**src/rtl/mono_rx_readout_arbiter_if.sv**
```systemverilog
// Bus bundle for the receiver readout arbiter: source FIFO heads and pop
// strobes on one side, the merged first-word-fall-through stream on the other.
interface mono_rx_readout_arbiter_if #(
   parameter int N_SRC = 4
);
   logic [N_SRC-1:0]    ENABLE_MASK;
   logic [N_SRC-1:0]    SRC_EMPTY;
   logic [32*N_SRC-1:0] SRC_DATA;
   logic [N_SRC-1:0]    SRC_READ;
   logic                FIFO_READ;
   logic                FIFO_EMPTY;
   logic [31:0]         FIFO_DATA;
   logic [N_SRC-1:0]    GRANT;
   logic [7:0]          FRAME_ERR_CNT;
   logic                BUSY;

   // Arbiter side.
   modport master (
      input  ENABLE_MASK, SRC_EMPTY, SRC_DATA, FIFO_READ,
      output SRC_READ, FIFO_EMPTY, FIFO_DATA, GRANT, FRAME_ERR_CNT, BUSY
   );

   // Environment side: source FIFOs and the downstream reader.
   modport slave (
      output ENABLE_MASK, SRC_EMPTY, SRC_DATA, FIFO_READ,
      input  SRC_READ, FIFO_EMPTY, FIFO_DATA, GRANT, FRAME_ERR_CNT, BUSY
   );
endinterface

```
**src/rtl/mono_rx_readout_arbiter.sv**
```systemverilog
// Round-robin, frame-atomic merge of N_SRC receiver word FIFOs into a single
// first-word-fall-through output register. A grant is held for a full frame;
// a frame that stalls too long is dropped and counted.
module mono_rx_readout_arbiter #(
   parameter int N_SRC           = 4,
   parameter int WORDS_PER_FRAME = 3,
   parameter int FRAME_TIMEOUT   = 255
) (
   input  logic                     BUS_CLK,
   input  logic                     BUS_RST_N,
   mono_rx_readout_arbiter_if.master bus
);

   localparam int IDX_W = (N_SRC > 1) ? $clog2(N_SRC) : 1;
   localparam int WC_W  = (WORDS_PER_FRAME > 1) ? $clog2(WORDS_PER_FRAME + 1) : 1;

   typedef enum logic {IDLE, LOCK} state_t;

   state_t            state, state_nxt;
   logic [IDX_W-1:0]  g_idx, g_idx_nxt;
   logic [IDX_W-1:0]  last_grant, last_grant_nxt;
   logic [WC_W-1:0]   word_cnt, word_cnt_nxt;
   logic [7:0]        stall_cnt, stall_cnt_nxt;
   logic [7:0]        err_cnt;
   logic              err_inc;
   logic              fifo_empty;
   logic [31:0]       fifo_data;
   logic              can_load;
   logic              pop;
   logic [N_SRC-1:0]  req;
   logic [N_SRC-1:0]  grant;
   logic [N_SRC-1:0]  src_read;
   logic [31:0]       head;
   logic              found;
   logic [IDX_W-1:0]  winner;
   logic [IDX_W-1:0]  cand;

   assign can_load = fifo_empty | bus.FIFO_READ;
   assign req      = bus.ENABLE_MASK & ~bus.SRC_EMPTY;

   // One-hot grant decoded from the registered index; zero outside LOCK.
   always_comb begin
      // NOTE: every combinational output gets a default first so no path leaves it unassigned (no latch).
      grant = '0;
      if (state == LOCK) grant[g_idx] = 1'b1;
   end

   // The pop strobe follows the registered grant; only one source can be granted.
   assign src_read = can_load ? (grant & ~bus.SRC_EMPTY) : '0;
   assign pop      = |src_read;
   assign head     = bus.SRC_DATA[32*int'(g_idx) +: 32];

   // Rotating priority search starting just after the last served source.
   always_comb begin
      found  = 1'b0;
      winner = '0;
      cand   = '0;
      for (int k = 1; k <= N_SRC; k++) begin
         cand = IDX_W'((int'(last_grant) + k) % N_SRC);
         if (!found && req[cand]) begin
            found  = 1'b1;
            winner = cand;
         end
      end
   end

   // Next-state logic: grant in IDLE, count words and stall cycles in LOCK.
   always_comb begin
      state_nxt      = state;
      g_idx_nxt      = g_idx;
      last_grant_nxt = last_grant;
      word_cnt_nxt   = word_cnt;
      stall_cnt_nxt  = stall_cnt;
      err_inc        = 1'b0;
      case (state)
         IDLE: begin
            if (found) begin
               g_idx_nxt     = winner;
               word_cnt_nxt  = '0;
               stall_cnt_nxt = '0;
               state_nxt     = LOCK;
            end
         end
         LOCK: begin
            if (pop) begin
               stall_cnt_nxt = '0;
               if (word_cnt == WC_W'(WORDS_PER_FRAME - 1)) begin
                  state_nxt      = IDLE;
                  last_grant_nxt = g_idx;
                  word_cnt_nxt   = '0;
               end else begin
                  word_cnt_nxt = word_cnt + 1'b1;
               end
            end else if (({1'b0, stall_cnt} + 9'd1) == 9'(FRAME_TIMEOUT)) begin
               state_nxt      = IDLE;
               last_grant_nxt = g_idx;
               stall_cnt_nxt  = '0;
               err_inc        = 1'b1;
            end else begin
               stall_cnt_nxt = stall_cnt + 8'd1;
            end
         end
         default: state_nxt = IDLE;
      endcase
   end

   // State register; reset abandons any partial frame without counting it.
   always_ff @(posedge BUS_CLK) begin
      // NOTE: reset is sampled on the clock edge only, so it is written as the first branch of a plain posedge block.
      if (!BUS_RST_N) begin
         // NOTE: sequential state uses non-blocking assignments so every register sees pre-edge values.
         state      <= IDLE;
         g_idx      <= '0;
         last_grant <= IDX_W'(N_SRC - 1);
         word_cnt   <= '0;
         stall_cnt  <= '0;
      end else begin
         state      <= state_nxt;
         g_idx      <= g_idx_nxt;
         last_grant <= last_grant_nxt;
         word_cnt   <= word_cnt_nxt;
         stall_cnt  <= stall_cnt_nxt;
      end
   end

   // Saturating count of frames released by timeout.
   always_ff @(posedge BUS_CLK) begin
      if (!BUS_RST_N) begin
         err_cnt <= '0;
      end else if (err_inc && (err_cnt != 8'hFF)) begin
         err_cnt <= err_cnt + 8'd1;
      end
   end

   // Output register: load on a pop, go empty only when consumed without a reload.
   always_ff @(posedge BUS_CLK) begin
      if (!BUS_RST_N) begin
         fifo_empty <= 1'b1;
         fifo_data  <= '0;
      end else if (pop) begin
         fifo_empty <= 1'b0;
         fifo_data  <= head;
      end else if (bus.FIFO_READ) begin
         fifo_empty <= 1'b1;
      end
   end

   assign bus.SRC_READ      = src_read;
   assign bus.FIFO_EMPTY    = fifo_empty;
   assign bus.FIFO_DATA     = fifo_data;
   assign bus.GRANT         = grant;
   assign bus.FRAME_ERR_CNT = err_cnt;
   assign bus.BUSY          = (state == LOCK);

endmodule
```
**src/flat_wrapper.sv**
```systemverilog
// flat-port wrapper written by rule: the top's interface ports become plain ports
module mono_rx_readout_arbiter_flat 
#(
   parameter int N_SRC           = 4,
   parameter int WORDS_PER_FRAME = 3,
   parameter int FRAME_TIMEOUT   = 255
)
  (BUS_CLK, BUS_RST_N, bus_ENABLE_MASK, bus_SRC_EMPTY, bus_SRC_DATA, bus_FIFO_READ, bus_SRC_READ, bus_FIFO_EMPTY, bus_FIFO_DATA, bus_GRANT, bus_FRAME_ERR_CNT, bus_BUSY);
  mono_rx_readout_arbiter_if #(.N_SRC(N_SRC)) bus_i ();
  input  logic BUS_CLK;
  input  logic BUS_RST_N;
  input wire logic [$bits(bus_i.ENABLE_MASK)-1:0] bus_ENABLE_MASK;
  input wire logic [$bits(bus_i.SRC_EMPTY)-1:0] bus_SRC_EMPTY;
  input wire logic [$bits(bus_i.SRC_DATA)-1:0] bus_SRC_DATA;
  input wire logic [$bits(bus_i.FIFO_READ)-1:0] bus_FIFO_READ;
  output wire logic [$bits(bus_i.SRC_READ)-1:0] bus_SRC_READ;
  output wire logic [$bits(bus_i.FIFO_EMPTY)-1:0] bus_FIFO_EMPTY;
  output wire logic [$bits(bus_i.FIFO_DATA)-1:0] bus_FIFO_DATA;
  output wire logic [$bits(bus_i.GRANT)-1:0] bus_GRANT;
  output wire logic [$bits(bus_i.FRAME_ERR_CNT)-1:0] bus_FRAME_ERR_CNT;
  output wire logic [$bits(bus_i.BUSY)-1:0] bus_BUSY;
  assign bus_i.ENABLE_MASK = bus_ENABLE_MASK;
  assign bus_i.SRC_EMPTY = bus_SRC_EMPTY;
  assign bus_i.SRC_DATA = bus_SRC_DATA;
  assign bus_i.FIFO_READ = bus_FIFO_READ;
  assign bus_SRC_READ = bus_i.SRC_READ;
  assign bus_FIFO_EMPTY = bus_i.FIFO_EMPTY;
  assign bus_FIFO_DATA = bus_i.FIFO_DATA;
  assign bus_GRANT = bus_i.GRANT;
  assign bus_FRAME_ERR_CNT = bus_i.FRAME_ERR_CNT;
  assign bus_BUSY = bus_i.BUSY;
  mono_rx_readout_arbiter #(.N_SRC(N_SRC), .WORDS_PER_FRAME(WORDS_PER_FRAME), .FRAME_TIMEOUT(FRAME_TIMEOUT)) u_core (.BUS_CLK(BUS_CLK), .BUS_RST_N(BUS_RST_N), .bus(bus_i));
endmodule
```
**config.mk**
```make
export PLATFORM = sky130hd
export DESIGN_NAME = mono_rx_readout_arbiter_flat
export DESIGN_NICKNAME = d
export VERILOG_FILES = /design/src/rtl/mono_rx_readout_arbiter_if.sv /design/src/rtl/mono_rx_readout_arbiter.sv /design/src/flat_wrapper.sv
export SDC_FILE = /design/constraint.sdc
export NUM_CORES = 1
export LEC_CHECK = 0
export ABC_AREA = 1
export ABC_CLOCK_PERIOD_IN_PS = 2050
export CORE_ASPECT_RATIO = 1.25
export CORE_MARGIN = 4
export CORE_UTILIZATION = 41
export DETAILED_ROUTE_END_ITERATION = 7
export PLACE_DENSITY = 0.82
export SLEW_MARGIN = 0
export SYNTH_ARGS = -nofsm -noshare
export SYNTH_HDL_FRONTEND = slang
export SYNTH_SLANG_ARGS = --single-unit
export TNS_END_PERCENT = 5
```
**constraint.sdc**
```tcl
create_clock -name BUS_CLK -period 2.05 [get_ports BUS_CLK]
set_input_delay 0.3075 -clock BUS_CLK [delete_from_list [all_inputs] [get_ports BUS_CLK]]
set_output_delay 0.3075 -clock BUS_CLK [all_outputs]
set_load 0.05 [all_outputs]
```
==> Word level (Yosys, flattened, before mapping) <==
Index checks and enable logic that the tools add are counted.
{ "totals": {"latch_bits": 0, "input_bits": 139, "romBits": 0, "wordCells": 89, "ram_bits": 0, "mem_count": 0, "reg_bits": 56} }
{ "op_classes": {"mux": 41, "magnitude_cmp": 6, "n_mul": 0, "reduce_logical": 14, "eq_ne": 6, "addsub": 8, "n_div": 0, "shift": 1, "n_bitwise": 5} }
{ "ops": {"columns": ["op", "count"], "rows": [
  ["128-bit by 8-bit indexed part select with 32-bit output", 1],
  ["8-bit 2-to-1 mux", 3],
  ["2-bit 2-to-1 mux", 10],
  ["1-bit 2-to-1 mux", 18],
  ["8-bit by 1-bit adder with 8-bit output (second input constant)", 2],
  ["8-bit case mux with 2 select lines", 1],
  ["2-bit by 3-bit < comparator with 1-bit output (second input constant)", 5],
  ["8-bit by 1-bit adder with 9-bit output (second input constant)", 1],
  ["9-bit by 8-bit == test with 1-bit output (second input constant)", 1],
  ["4-bit bitwise AND", 2],
  ["1-bit binary-select mux with 2-bit select", 4],
  ["4-bit 2-to-1 mux", 2],
  ["8-bit inequality test (second input constant)", 1],
  ["2-bit by 1-bit adder with 2-bit output (second input constant)", 3],
  ["1-bit logical AND", 5],
  ["2-bit adder (second input constant)", 2],
  ["2-bit inequality test (second input constant)", 2],
  ["4-bit NOT", 1],
  ["2-bit case mux with 2 select lines", 1],
  ["2-bit AND reduction", 2],
  ["2-bit nonzero test", 2],
  ["4-bit OR reduction", 1],
  ["1-bit logical NOT", 3],
  ["3-bit AND reduction", 1],
  ["other kinds (7)", 7]
]} }

==> Longest topological paths before layout <==
Gate-level depths: netlist of run 1.
{ "logic_depth": {"ltp_word": 16, "depth_mapped": 13} }

==> Worst setup path after synthesis of run 1 <==
Ideal clock, no wire load.
{ "synth_path": {"path_kind": "register -> output", "startpoint": "register u_core.state, in the netlist u_core.bus.BUSY", "endpoint": "output bus_SRC_READ[3]", "arrival_ns": 2.134, "required_time_ns": 1.742, "setup_slack_ns": -0.391, "stages_incl_launch_ff": 5, "path_cell_list": "dfxtp_1 > inv_2 > nor2_1 > nand3_2 > inv_1"} }
{ "synth_via": {"elab_chain_len": 3} }
{ "synth_lines": {"columns": ["element", "line", "text"], "rows": [
  ["from (decl)", "mono_rx_readout_arbiter.sv:19", "state_t state, state_nxt;"],
  ["from (signal assigned)", "mono_rx_readout_arbiter.sv:118", "state <= state_nxt;"],
  ["4-bit 2-to-1 mux", "mono_rx_readout_arbiter.sv:45", "if (state == LOCK) grant[g_idx] = 1'b1;"],
  ["net bus_GRANT[3]", "flat_wrapper.sv:19", "output wire logic [$bits(bus_i.GRANT)-1:0] bus_GRANT;"],
  ["4-bit bitwise AND", "mono_rx_readout_arbiter.sv:49", "assign src_read = can_load ? (grant & ~bus.SRC_EMPTY) : '0;"],
  ["4-bit 2-to-1 mux", "mono_rx_readout_arbiter.sv:49", null],
  ["to (decl)", "flat_wrapper.sv:16", "output wire logic [$bits(bus_i.SRC_READ)-1:0] bus_SRC_READ;"]
]} }
The timed path passes the listed nets, and every way through them passes these cells.

==> Final worst setup path of run 1 <==
{ "layout_path": {"startpoint": "register u_core.state, in the netlist u_core.bus.BUSY", "endpoint": "output bus_BUSY"} }
{ "layout_lines": {"columns": ["element", "line", "text"], "rows": [
  ["to (decl)", "flat_wrapper.sv:21", "output wire logic [$bits(bus_i.BUSY)-1:0] bus_BUSY;"]
]} }
No word-level cell between the ends.

==> impl.org, run 1 <==
** Floorplanning
- Die Height :: 114 um
- During I/O placement, the number of pins put on the boundary was 189.
- The floorplan has 38 rows.
- Effective utilization at floorplan :: 42.4%
- Die ar. :: 10600 um^2
- Core Region :: 8750 um^2
- Horizontal extent of the die :: 93.1 um

** Clocking
- Clock tree buffer depth :: 2
- Post-CTS setup buffer count :: 0
- Num Clock Sinks :: 56
- Number of gates given a new drive strength after cts :: 0
- Clock-pin slew was measured on the worst setup and hold paths at 0.11 ns.
- TritonCTS built the clock tree.
- CTS placed an instance of clkbuf_8 at the clock tree root.
- Hold repair after CTS inserted 0 buffers.
- At the later pin of the worst-skew pair, clock insertion delay measures 0.32 ns.
- Clock buffers created by TritonCTS :: 5
- H-Tree Level Count :: 2

** Worst setup path
- CP Max Fanout :: 6
- The critical path is of the reg -> out type.
- On the critical path the largest part of the delay comes from buffers and inverters.
- Signal arrival time at the worst endpoint :: 1.60 ns
- Worst R2R Setup Slack :: 0.29 ns
- Critical path startpoint category :: register
- R2R Path Start :: u_core.last_grant[0]
- Reg2reg end :: u_core.stall_cnt[5]
- R2R depth :: 8
- For the worst setup path, the data required time is 1.74 ns.
- Chain of cells forming the critical path :: clkdlybuf4s50_1
- On the worst path, the slowest cell contributes a delay of 0.84 ns.
- Slowest cell on the critical path :: clkdlybuf4s50_1
- Critical path buffers and inverters :: 1
- Tracing the worst setup path back leads to its startpoint at u_core.bus.BUSY.
- Kind of end point of the critical path :: primary output

** Worst hold path
- Along the worst hold path, the cell count comes to 1.
- For hold timing, the worst endpoint is u_core.word_cnt[1].
- The worst hold path belongs to the class reg -> reg.
- The worst hold path begins at u_core.word_cnt[1].

** Timing
- The worst path uses 93.1% of the clock period.
- Worst setup skew after layout :: 0.00984 ns
- For the final routed database, the setup TNS stands at 0 ns.
- The final number of hold-violating endpoints came to 0.
- The routed design could run at a clock period as short as 1.91 ns.
- Slew of the pin with the lowest slew margin :: 0.556 ns
- RSZ-0062 raised after global routing :: no
- Post-layout worst setup margin :: 0.141 ns
- Setup violations remaining at the end of the flow were counted as 0.
- Max Fclk :: 524 MHz
- Worst hold-check slack :: 0.446 ns
- Total count of max-transition violations in the final report :: 0
- Headroom to the max-slew limit came out at 62.8%.

** Placement
- Detailed placement ended at an HPWL of 10.9 mm.
- In this run the cell area measured after placement is 5760 um^2.
- Minimum setup slack after placement :: 0.0294 ns
- Instance count after placement with tap cells included :: 876
- At the end of routability-driven placement, the weighted congestion stood at 0.947.
- In this run the tool buffered the top-level ports with 188 buffer cells.

** Cells and area
- Final design instance area without fill :: 5860 um^2
- The number of antenna diodes in the final layout is 0.
- After the last flow step, the layout net total stands at 905.
- Cells fill 66.9% of the core in the end.
- Most frequent standard cell in the layout excluding fill and tap cells :: clkdlybuf4s50_1
- Once layout is complete, the cells apart from fillers number 884.
- P&R area growth vs syn :: 57.8%
- Of the cells placed in the final design, the portion with a size suffix greater than 1 is 7.85%.
- The top cell types in the final layout, fill and taps aside, are clkdlybuf4s50_1 (180), nand3_1 (129), nand2_1 (110).

** Synthesis
- A synthesized cell averages 6.25 um^2.
- Net count of the mapped netlist :: 736
- The number of different library cells used by synthesis comes to 29.
- Syn. warnings :: 0
- After technology mapping, the gate count stands at 594.
- Synth Register Bits :: 56
- Of the synthesized area, sequential elements account for 30.2%.
- Cell area after technology mapping :: 3710 um^2

** Drt
- Initial drt markers :: 273
- Post-route ant nets :: 0
- Total length of routed wires :: 13.8 mm
- Drt via density :: 5.39
- Number of DRC violations after detailed routing :: 0
- Total via count in the routed design :: 4764
- Dividing the detail-routed wire length by the instance count gives 15.6 um.
- The first detailed-routing pass took 5 iterations.

** Global route
- Global-route wire length before repair :: 21.7 mm
- Entering global routing, the biggest net connects 65 pins.
- Leftover overflow at the end of global routing :: 0
- Via count of the first global-routing pass :: 4535
- The initial antenna violation count is 0.
- Global routing consumed, over all layers together, 25.3% of the routing resources.

** Power
- Total leakage power :: 2.38 nW
- PD cells :: 1320 nW/um^2
- The worst-case IR drop observed on VDD is 0.993 mV.
- The design draws 7.70 mW.

** Status
- Result of the run :: completed

** Flow run
- Max capacitance violation total :: 0
==> flip-flops by register name (all words and copies together), names as in the netlist <==
| signal | flops |
|---|---|
| u_core.bus.FIFO_DATA | 32 |
| u_core.bus.FRAME_ERR_CNT | 8 |
| u_core.stall_cnt | 8 |
| u_core.g_idx | 2 |
| u_core.last_grant | 2 |
| u_core.word_cnt | 2 |
| u_core.bus.BUSY | 1 |
| u_core.bus.FIFO_EMPTY | 1 |
==> cell usage after synthesis <==
library cell	number	area, um^2
nor2_2	2	12.5
nor2_1	94	353
nand2_1	110	413
inv_4	1	6.26
buf_1	8	30.0
xnor2_1	3	26.3
nand2_4	1	11.3
o21ai_0	30	150
nand3_2	3	30.0
xor2_1	6	52.6
nand4_1	43	269
nand2_2	4	25.0
nor2_4	5	56.3
inv_1	26	97.6
a21oi_1	19	95.1
o21ai_1	6	30.0
inv_2	7	26.3
o21bai_1	1	7.51
buf_4	2	15.0
nand4_4	1	21.3
nor2_8	1	20.0
ha_1	3	37.5
nand3_1	129	646
dfxtp_1	56	1120
clkbuf_1	17	63.8
a21boi_0	1	7.51
buf_2	11	55.1
buf_6	2	22.5
nor3_1	2	10.0
==> where the power goes <==
| group | total [mW] | internal [mW] | switching, mW |
|---|---|---|---|
| combinational | 5.29 | 1.79 | 3.50 |
| clock | 0.659 | 0.252 | 0.406 |
| sequential | 1.76 | 1.45 | 0.304 |
==> worst max-delay path by stage <==
stage	end	slack, ns	cells past startpoint
floorplan	u_core.bus.FRAME_ERR_CNT[0]	0.16	10
finish	bus_BUSY	0.14	1
CTS	bus_BUSY	0.12	1
global placement	u_core.stall_cnt[1]	0.14	9
global route	bus_FRAME_ERR_CNT[6]	0.08	1
detailed placement	u_core.stall_cnt[5]	0.03	9
==> area by class of cell <==
class	count	area [um^2]
clock buffers	5	68.8
clock inverters	3	27.5
fillers	795	2890
inverters	34	130
multi-input cells	464	2290
flip-flops and latches	56	1120
well taps	120	150
repair buffers	202	2070
==> layer usage <==
| metal | routed length [um] | track usage (%) | vias up | part of all wire (%) |
|---|---|---|---|---|
| li1 | - | - | 2341 | - |
| met1 | 5150 | 28.9 | 2186 | 37 |
| met2 | 7020 | 45.3 | 202 | 51 |
| met3 | 1230 | 7.17 | 35 | 8.9 |
| met4 | 388 | 8.31 | 0 | 2.8 |
| met5 | 0 | 0 | - | 0 |
==> logic make-up (layout without fill, tap and decap cells) <==
| family | count (synthesis) | in the layout | synth area share (%) |
|---|---|---|---|
| flip-flops | 56 | 56 | 30.2 |
| buffers and inverters | 74 | 244 | 8.53 |
| XOR/XNOR | 9 | 9 | 2.12 |
| AND/OR/NAND/NOR | 395 | 395 | 50.3 |
| AO/OA/AOI/OAI | 57 | 57 | 7.82 |
| adder cells (fa/ha/maj) | 3 | 3 | 1.01 |
Note: power is estimated with default switching activity, not from simulation.
==> run 2, diff against run 1 <==
--- a/config.mk
+++ b/config.mk
@@ -8,7 +8,7 @@
 export ABC_AREA = 1
 export ABC_CLOCK_PERIOD_IN_PS = 2050
 export CORE_ASPECT_RATIO = 1.25
-export CORE_MARGIN = 4
+export CORE_MARGIN = 1
 export CORE_UTILIZATION = 41
 export DETAILED_ROUTE_END_ITERATION = 7
 export PLACE_DENSITY = 0.82
==> constraint.sdc (replaced) <==
create_clock -name BUS_CLK -period 2.05 [get_ports BUS_CLK]
set_input_delay 0.205 -clock BUS_CLK [delete_from_list [all_inputs] [get_ports BUS_CLK]]
set_output_delay 0.205 -clock BUS_CLK [all_outputs]
set_load 0.05 [all_outputs]
==> impl.org, run 2 (same netlist as run 1, synthesis figures left out) <==
** Floorplanning
- Die ar. :: 9440 um^2 (was 10600 um^2)
- Effective utilization at floorplan :: 42.4% (unchanged)
- The count of boundary I/O pins came to 189 (unchanged).
- The floorplan die width came to 87.1 um (was 93.1 um).
- The die span in y was 108 um (was 114 um).
- The core box area was 8750 um^2 (unchanged).
- The site row count is 38 (unchanged).

** Placement
- Instance count after placement with tap cells included :: 875 (was 876)
- The number of port buffers came to 188 (unchanged).
- The sum of net half-perimeters after detailed placement is 9.92 mm (was 10.9 mm).
- Routability Congestion :: 0.883 (was 0.947)
- Minimum setup slack after placement :: 0.188 ns (was 0.0294 ns)

** Timing
- The final number of setup-violating endpoints was 0 (unchanged).
- Max Fclk :: 552 MHz (was 524 MHz)
- The worst setup margin is 0.237 ns (was 0.141 ns).
- RSZ-0062 raised after global routing: no (unchanged).
- Worst slew slack as a fraction of its limit :: 58.5% (was 62.8%)
- The share of the clock period used by the worst path after layout was 88.4% (was 93.1%).
- TNS Setup :: 0 ns (unchanged)
- Total count of max-transition violations in the final report :: 0 (unchanged)
- The final number of hold-violating endpoints came to 0 (unchanged).
- The minimum hold slack is 0.446 ns (about the same).
- The final period demand of the worst path was 1.81 ns (was 1.91 ns).
- The slew of the pin with the lowest slew margin was 0.623 ns (was 0.556 ns).
- Worst setup skew after layout :: 0.0103 ns (was 0.00984 ns)

** Global route
- The pin count of the biggest net entering global routing came to 65 (unchanged).
- The overall overflow remaining after global route is 0 (unchanged).
- The global-route wire length before repair was 20.1 mm (was 21.7 mm).
- The number of global-route vias before repair was 4334 (was 4535).
- The initial antenna violation count came to 0 (unchanged).
- Total routing usage reported by global routing :: 27.0% (was 25.3%)

** Worst setup path
- Critical Path Sink :: bus_BUSY (unchanged)
- Chain of cells forming the critical path :: buf_4 > clkdlybuf4s50_1 (was clkdlybuf4s50_1)
- Slowest Stage Delay on Critical Path :: 0.80 ns (was 0.84 ns)
- The launch point of the worst path was u_core.bus.BUSY (unchanged).
- The type of element capturing the critical path is a primary output (unchanged).
- Reg2reg end :: u_core.stall_cnt[3] (was u_core.stall_cnt[5])
- Worst R2R Setup Slack :: 0.31 ns (was 0.29 ns)
- The depth of the worst register-to-register path came to 8 (unchanged).
- R2R Path Start :: u_core.last_grant[0] (unchanged)
- The arrival time of data at the critical path endpoint was 1.61 ns (was 1.60 ns).
- Slowest cell on the critical path :: clkdlybuf4s50_1 (unchanged)
- Critical path startpoint category :: register (unchanged)
- Required time worst endpoint :: 1.85 ns (was 1.74 ns)
- Worst setup path class :: reg -> out (unchanged)
- CP Max Fanout :: 5 (was 6)

** Cells and area
- ANT cells :: 0 (unchanged)
- Number of flip-flops in the largest register :: 32 (unchanged)
- The net count of the finished layout was 904 (was 905).
- P&R area growth vs syn :: 57.2% (was 57.8%)
- Proportion of layout cells with a drive suffix above 1 :: 7.61% (was 7.85%)
- Most used cells in the layout excluding fill and tap cells: clkdlybuf4s50_1 (180), nand3_1 (129), nand2_1 (110) (unchanged).
- Final standard cell count with taps included and fillers excluded :: 882 (was 884)
- The most common cell after layout, fill and taps aside is clkdlybuf4s50_1 (unchanged).

** Drt
- The detail-routed via count per cell was 5.37 (was 5.39).
- The remaining antenna violation count after routing was 0 (unchanged).
- The via count was 4739 (was 4764).
- Total length of routed wires :: 12.8 mm (was 13.8 mm)
- Initial drt markers :: 317 (was 273)
- Routed wirelength normalized by instance count :: 14.5 um (was 15.6 um)
- Length of the first detailed-routing pass in iterations :: 5 (unchanged)
- The final routed DRC violation total was 0 (unchanged).

** Status
- Result of the run: completed (unchanged).

** Clocking
- The count of instances resized after the clock tree is built came to 0 (unchanged).
- The insertion delay of the later-clocked pin in the worst-skew pair is 0.31 ns (was 0.32 ns).
- Clock buffers created by TritonCTS :: 5 (unchanged)
- The depth of the CTS H-tree is 2 (unchanged).
- The TritonCTS clock tree was done (unchanged).
- Post-CTS setup buffer count :: 0 (unchanged)
- Clock root buffer :: clkbuf_8 (unchanged)
- Hold buffer count at CTS :: 0 (unchanged)
- Clock tree buffer depth :: 2 (unchanged)
- The CTS sink count came to 56 (unchanged).
- The clock-pin slew reported for the worst setup and hold paths after clock tree synthesis came to 0.10 ns (was 0.11 ns).

** Power
- The power density over the cells is 1300 nW/um^2 (was 1320 nW/um^2).
- Total Power :: 7.56 mW (was 7.70 mW)
- The worst ir drop on vdd is 0.892 mV (was 0.993 mV).
- Total leakage power :: 2.37 nW (was 2.38 nW)

** Flow run
- Max capacitance violation total :: 0 (unchanged)

** Worst hold path
- The worst hold path stage count was 1 (unchanged).
- Type of the tightest min-delay check :: reg -> reg (unchanged)
## run 2: changes by cell type in the layout (fill, tap and decap cells not counted)
cell,delta
buf_4,-1
clkinv_4,-1
clkinv_2,+1
inv_8,-1
## run 2: per-layer routing
layer | wire (um) | global-route usage [%] | up-vias | part of all wire [%]
met5 | 0 | 0 | - | 0
met4 | 478 | 12.1 | 0 | 3.7
met3 | 1080 | 5.19 | 38 | 8.4
met2 | 6360 | 47.2 | 236 | 50
met1 | 4900 | 31.9 | 2132 | 38
li1 | - | - | 2333 | -
## run 2: through the flow
step | util, % | cell area (um^2)
2_1_floorplan | - | 3730
3_3_place_gp | 65.8 | 5750
3_5_place_dp | 65.8 | 5750
4_1_cts | 66.7 | 5830
5_1_grt | 66.7 | 5830
6_report | 66.7 | 5830
## run 2: layout make-up
class / count / area [um^2]
Tap cell: 120 / 150
Inverter: 34 / 130
Clock buffer: 5 / 68.8
Sequential cell: 56 / 1120
Multi-Input combinational cell: 464 / 2290
Clock inverter: 2 / 12.5
Timing Repair Buffer: 201 / 2060
Fill cell: 782 / 2910
## run 2: where the power goes
| group | internal [mW] | switching [mW] | total (mW) |
|---|---|---|---|
| clock | 0.233 | 0.358 | 0.591 |
| sequential | 1.45 | 0.251 | 1.70 |
| combinational | 1.76 | 3.51 | 5.27 |
| total | 3.45 | 4.12 | 7.56 |
## run 2: worst min-delay path by stage
stage | startpoint | endpoint | slack [ns]
CTS | u_core.word_cnt[1] | u_core.word_cnt[1] | 0.44
finish | u_core.word_cnt[1] | u_core.word_cnt[1] | 0.45
floorplan | bus_FIFO_READ | u_core.bus.FIFO_EMPTY | 0.40
global route | u_core.word_cnt[1] | u_core.word_cnt[1] | 0.46
detailed placement | u_core.word_cnt[1] | u_core.word_cnt[1] | 0.43
global placement | u_core.word_cnt[1] | u_core.word_cnt[1] | 0.42
## run 2: worst max-delay path, delay by kind of cell (launching register included)
family | cells | cell delay (ns)
buffers and inverters | 2 | 0.95
DFF | 1 | 0.34
==> run 3, diff against run 2 <==
--- a/config.mk
+++ b/config.mk
@@ -11,7 +11,9 @@
 export CORE_MARGIN = 1
 export CORE_UTILIZATION = 41
 export DETAILED_ROUTE_END_ITERATION = 7
+export GPL_TIMING_DRIVEN = 0
 export PLACE_DENSITY = 0.82
+export REMOVE_ABC_BUFFERS = 1
 export SLEW_MARGIN = 0
 export SYNTH_ARGS = -nofsm -noshare
 export SYNTH_HDL_FRONTEND = slang
==> impl.org, run 3 (same netlist as run 1, synthesis figures left out) <==
** Status
- Result of the run :: completed (unchanged)

** Clocking
- Num Clock Sinks :: 56 (unchanged)
- Hold buffer count at CTS :: 0 (unchanged)
- Clock root buffer :: clkbuf_8 (unchanged)
- The worst-case clock buffer depth came to 2 (unchanged).
- Clock buffers created by TritonCTS :: 5 (unchanged)
- The depth of the CTS H-tree is 2 (unchanged).
- The clock-pin slew reported for the worst setup and hold paths after clock tree synthesis came to 0.10 ns (about the same).
- The TritonCTS clock tree is done (unchanged).
- Clock network latency to the later pin of the worst-skew pair :: 0.30 ns (was 0.31 ns)

** Worst setup path
- Worst setup startpoint :: u_core.g_idx[0] (was u_core.bus.BUSY)
- R2R Path Start :: u_core.g_idx[0] (was u_core.last_grant[0])
- The critical path data required time was 1.85 ns (about the same).
- CP Max Fanout :: 34 (was 5)
- Critical path depth in cells :: 5 (was 2)
- Chain of cells forming the critical path: buf_12 > inv_8 > nand2_1 > nor2_1 > dlygate4sd2_1 (was buf_4 > clkdlybuf4s50_1).
- Kind of end point of the critical path :: primary output (unchanged)
- The launching element type of the critical path is a register (unchanged).
- The category of cells accounting for the largest share of critical-path delay is buffers and inverters (unchanged).
- Slowest Stage Delay on Critical Path :: 0.57 ns (was 0.80 ns)
- Worst R2R Setup Slack :: 0.07 ns (was 0.31 ns)
- Worst setup path class :: reg -> out (unchanged)
- Slowest cell on the critical path :: dlygate4sd2_1 (was clkdlybuf4s50_1)
- The depth of the worst register-to-register path was 11 (was 8).
- The buffers plus inverters on the worst setup path came to 3 (was 2).
- Signal arrival time at the worst endpoint :: 1.83 ns (was 1.61 ns)
- Reg2reg end :: u_core.word_cnt[1] (was u_core.stall_cnt[3])
- Critical Path Sink :: bus_GRANT[2] (was bus_BUSY)

** Drt
- The remaining antenna violation count after routing was 0 (unchanged).
- Total length of routed wires :: 13.9 mm (was 12.8 mm)
- Routed metal-1 wirelength :: 5.16 mm (was 4.90 mm)
- The initial DRC count was 270 (was 317).
- The average routed wire per standard cell came to 15.6 um (was 14.5 um).
- Total via count in the routed design :: 4838 (was 4739)
- Drt via density :: 5.45 (was 5.37)
- The routed length on met3 came to 931 um (was 1.08 mm).
- The uppermost layer routed is met4 (unchanged).
- The detailed-router iteration count before antenna repair came to 5 (unchanged).
- DR WL met2 :: 7.37 mm (was 6.36 mm)
- The final routed DRC violation total was 0 (unchanged).

** Timing
- TNS Setup :: 0 ns (unchanged)
- The worst slew margin relative to its limit came to 35.5% (was 58.5%).
- Worst hold-check slack :: 0.435 ns (was 0.446 ns)
- Final critical-path share of the clock period :: 99.5% (was 88.4%)
- The slew of the pin with the lowest slew margin came to 0.966 ns (was 0.623 ns).
- The highest attainable clock frequency is 490 MHz (was 552 MHz).
- The clock skew after layout came to 0.0105 ns (was 0.0103 ns).
- The final number of setup-violating endpoints was 0 (unchanged).
- The final number of hold-violating endpoints came to 0 (unchanged).
- Post-layout worst setup margin :: 0.0108 ns (was 0.237 ns)
- Total count of max-transition violations in the final report :: 0 (unchanged)
- The final period demand of the worst path is 2.04 ns (was 1.81 ns).
- RSZ-0062 raised after global routing :: yes (was no)

** Cells and area
- The flip-flop count of the largest register after layout came to 32 (unchanged).
- Net total in the final layout :: 908 (was 904)
- Proportion of layout cells with a drive suffix above 1 :: 7.95% (was 7.61%)
- The total of fill cells in the finished design is 804 (was 782).
- The post-synthesis to final-layout area growth came to 58.0% (was 57.2%).
- The final non-filler cell total is 887 (was 882).
- Most used cells in the layout excluding fill and tap cells :: clkdlybuf4s50_1 (179), nand3_1 (129), nand2_1 (108) (was clkdlybuf4s50_1 (180), nand3_1 (129), nand2_1 (110))
- Most frequent standard cell in the layout excluding fill and tap cells :: clkdlybuf4s50_1 (unchanged)
- The number of inserted diodes is 0 (unchanged).
- Final design instance area without fill :: 5860 um^2 (was 5830 um^2)

** Placement
- Port buffer count :: 188 (unchanged)
- The final RePlAce weighted congestion is 0.914 (was 0.883).
- The placed instance count is 864 (was 875).
- The post-place setup slack was -1.01 ns (was 0.188 ns).
- The sum of net half-perimeters after detailed placement came to 9.16 mm (was 9.92 mm).
- The post-detailed-placement cell area was 5600 um^2 (was 5750 um^2).

** Floorplanning
- The initial core utilization came to 42.4% (unchanged).
- The count of boundary I/O pins came to 189 (unchanged).
- The site row count came to 38 (unchanged).
- Die ar. :: 9440 um^2 (unchanged)
- Core Region :: 8750 um^2 (unchanged)
- Horizontal extent of the die :: 87.1 um (unchanged)
- The die span in y is 108 um (unchanged).

** Global route
- The all-layer global routing usage was 29.3% (was 27.0%).
- Antenna violations before repair :: 0 (unchanged)
- The pin count of the biggest net entering global routing is 45 (was 65).
- Global-route wire length before repair :: 21.7 mm (was 20.1 mm)
- Leftover overflow at the end of global routing :: 0 (unchanged)
- The number of global-route vias before repair came to 4638 (was 4334).

** Power
- PD cells :: 1370 nW/um^2 (was 1300 nW/um^2)
- VDD IR-drop max :: 0.842 mV (was 0.892 mV)
- The leakage power came to 2.42 nW (was 2.37 nW).

** Flow run
- Max capacitance violation total :: 0 (unchanged)

** Worst hold path
- Type of the tightest min-delay check :: in -> reg (was reg -> reg)
run 3: cell types whose count changed in the layout (fill, tap and decap cells not counted), moves of 2 or more:
| cell | before | now |
|---|---|---|
| buf_12 | 8 | 2 |
| buf_2 | 0 | 3 |
| buf_4 | 13 | 10 |
| dfxtp_2 | 3 | 1 |
| dfxtp_4 | 0 | 2 |
| dlygate4sd2_1 | 0 | 3 |
| inv_8 | 0 | 2 |
| nand2_1 | 110 | 108 |
| nor2_1 | 92 | 94 |
run 3: what timing repair did:
action	4_1_cts	5_1_grt
resized for setup	31	8
setup buffers	11	0
cloned	4	0
setup endpoints to repair	62	36
pin swaps	3	2
run 3: report_power, final:
group | switching, mW | total [mW] | internal (mW) | leakage, nW
sequential | 0.244 | 1.70 | 1.46 | 0.459
combinational | 3.75 | 5.61 | 1.86 | 1.90
clock | 0.357 | 0.719 | 0.362 | 0.0541
total | 4.35 | 8.03 | 3.68 | 2.42
run 3: worst min-delay path by stage:
stage                  startpoint                     to  slack [ns]  cells after the start
5_1_grt        u_core.word_cnt[1]     u_core.word_cnt[1]        0.47                      1
3_3_place_gp   u_core.word_cnt[1]     u_core.word_cnt[1]        0.41                      1
2_1_floorplan           BUS_RST_N  u_core.bus.FIFO_EMPTY        0.28                      1
3_5_place_dp   u_core.word_cnt[1]     u_core.word_cnt[1]        0.43                      1
6_report                BUS_RST_N   u_core.last_grant[0]        0.43                      2
4_1_cts        u_core.word_cnt[1]     u_core.word_cnt[1]        0.44                      1
run 3: final cells by class:
type	instances	area, um^2	share of cell area [%]
well taps	120	150	2.56
multi-input cells	467	2310	39.5
flip-flops and latches	56	1130	19.3
inverters	34	143	2.43
repair buffers	202	2010	34.4
clock inverters	3	42.5	0.726
clock buffers	5	68.8	1.17
run 3: per-layer routing:
| metal | vias to the layer above | global-route usage, % |
|---|---|---|
| met5 | - | 0 |
| met4 | 0 | 11.4 |
| met3 | 33 | 6.03 |
| met2 | 213 | 55.1 |
| met1 | 2237 | 31.7 |
| li1 | 2355 | - |
run 3: per-stage QoR:
step                utilization, %  power (mW)
floorplan                        -        5.00
CTS                           67.1        8.00
global placement              63.5        6.63
detailed placement            64.0        6.81
global route                  67.0        8.52
finish                        67.0        8.03
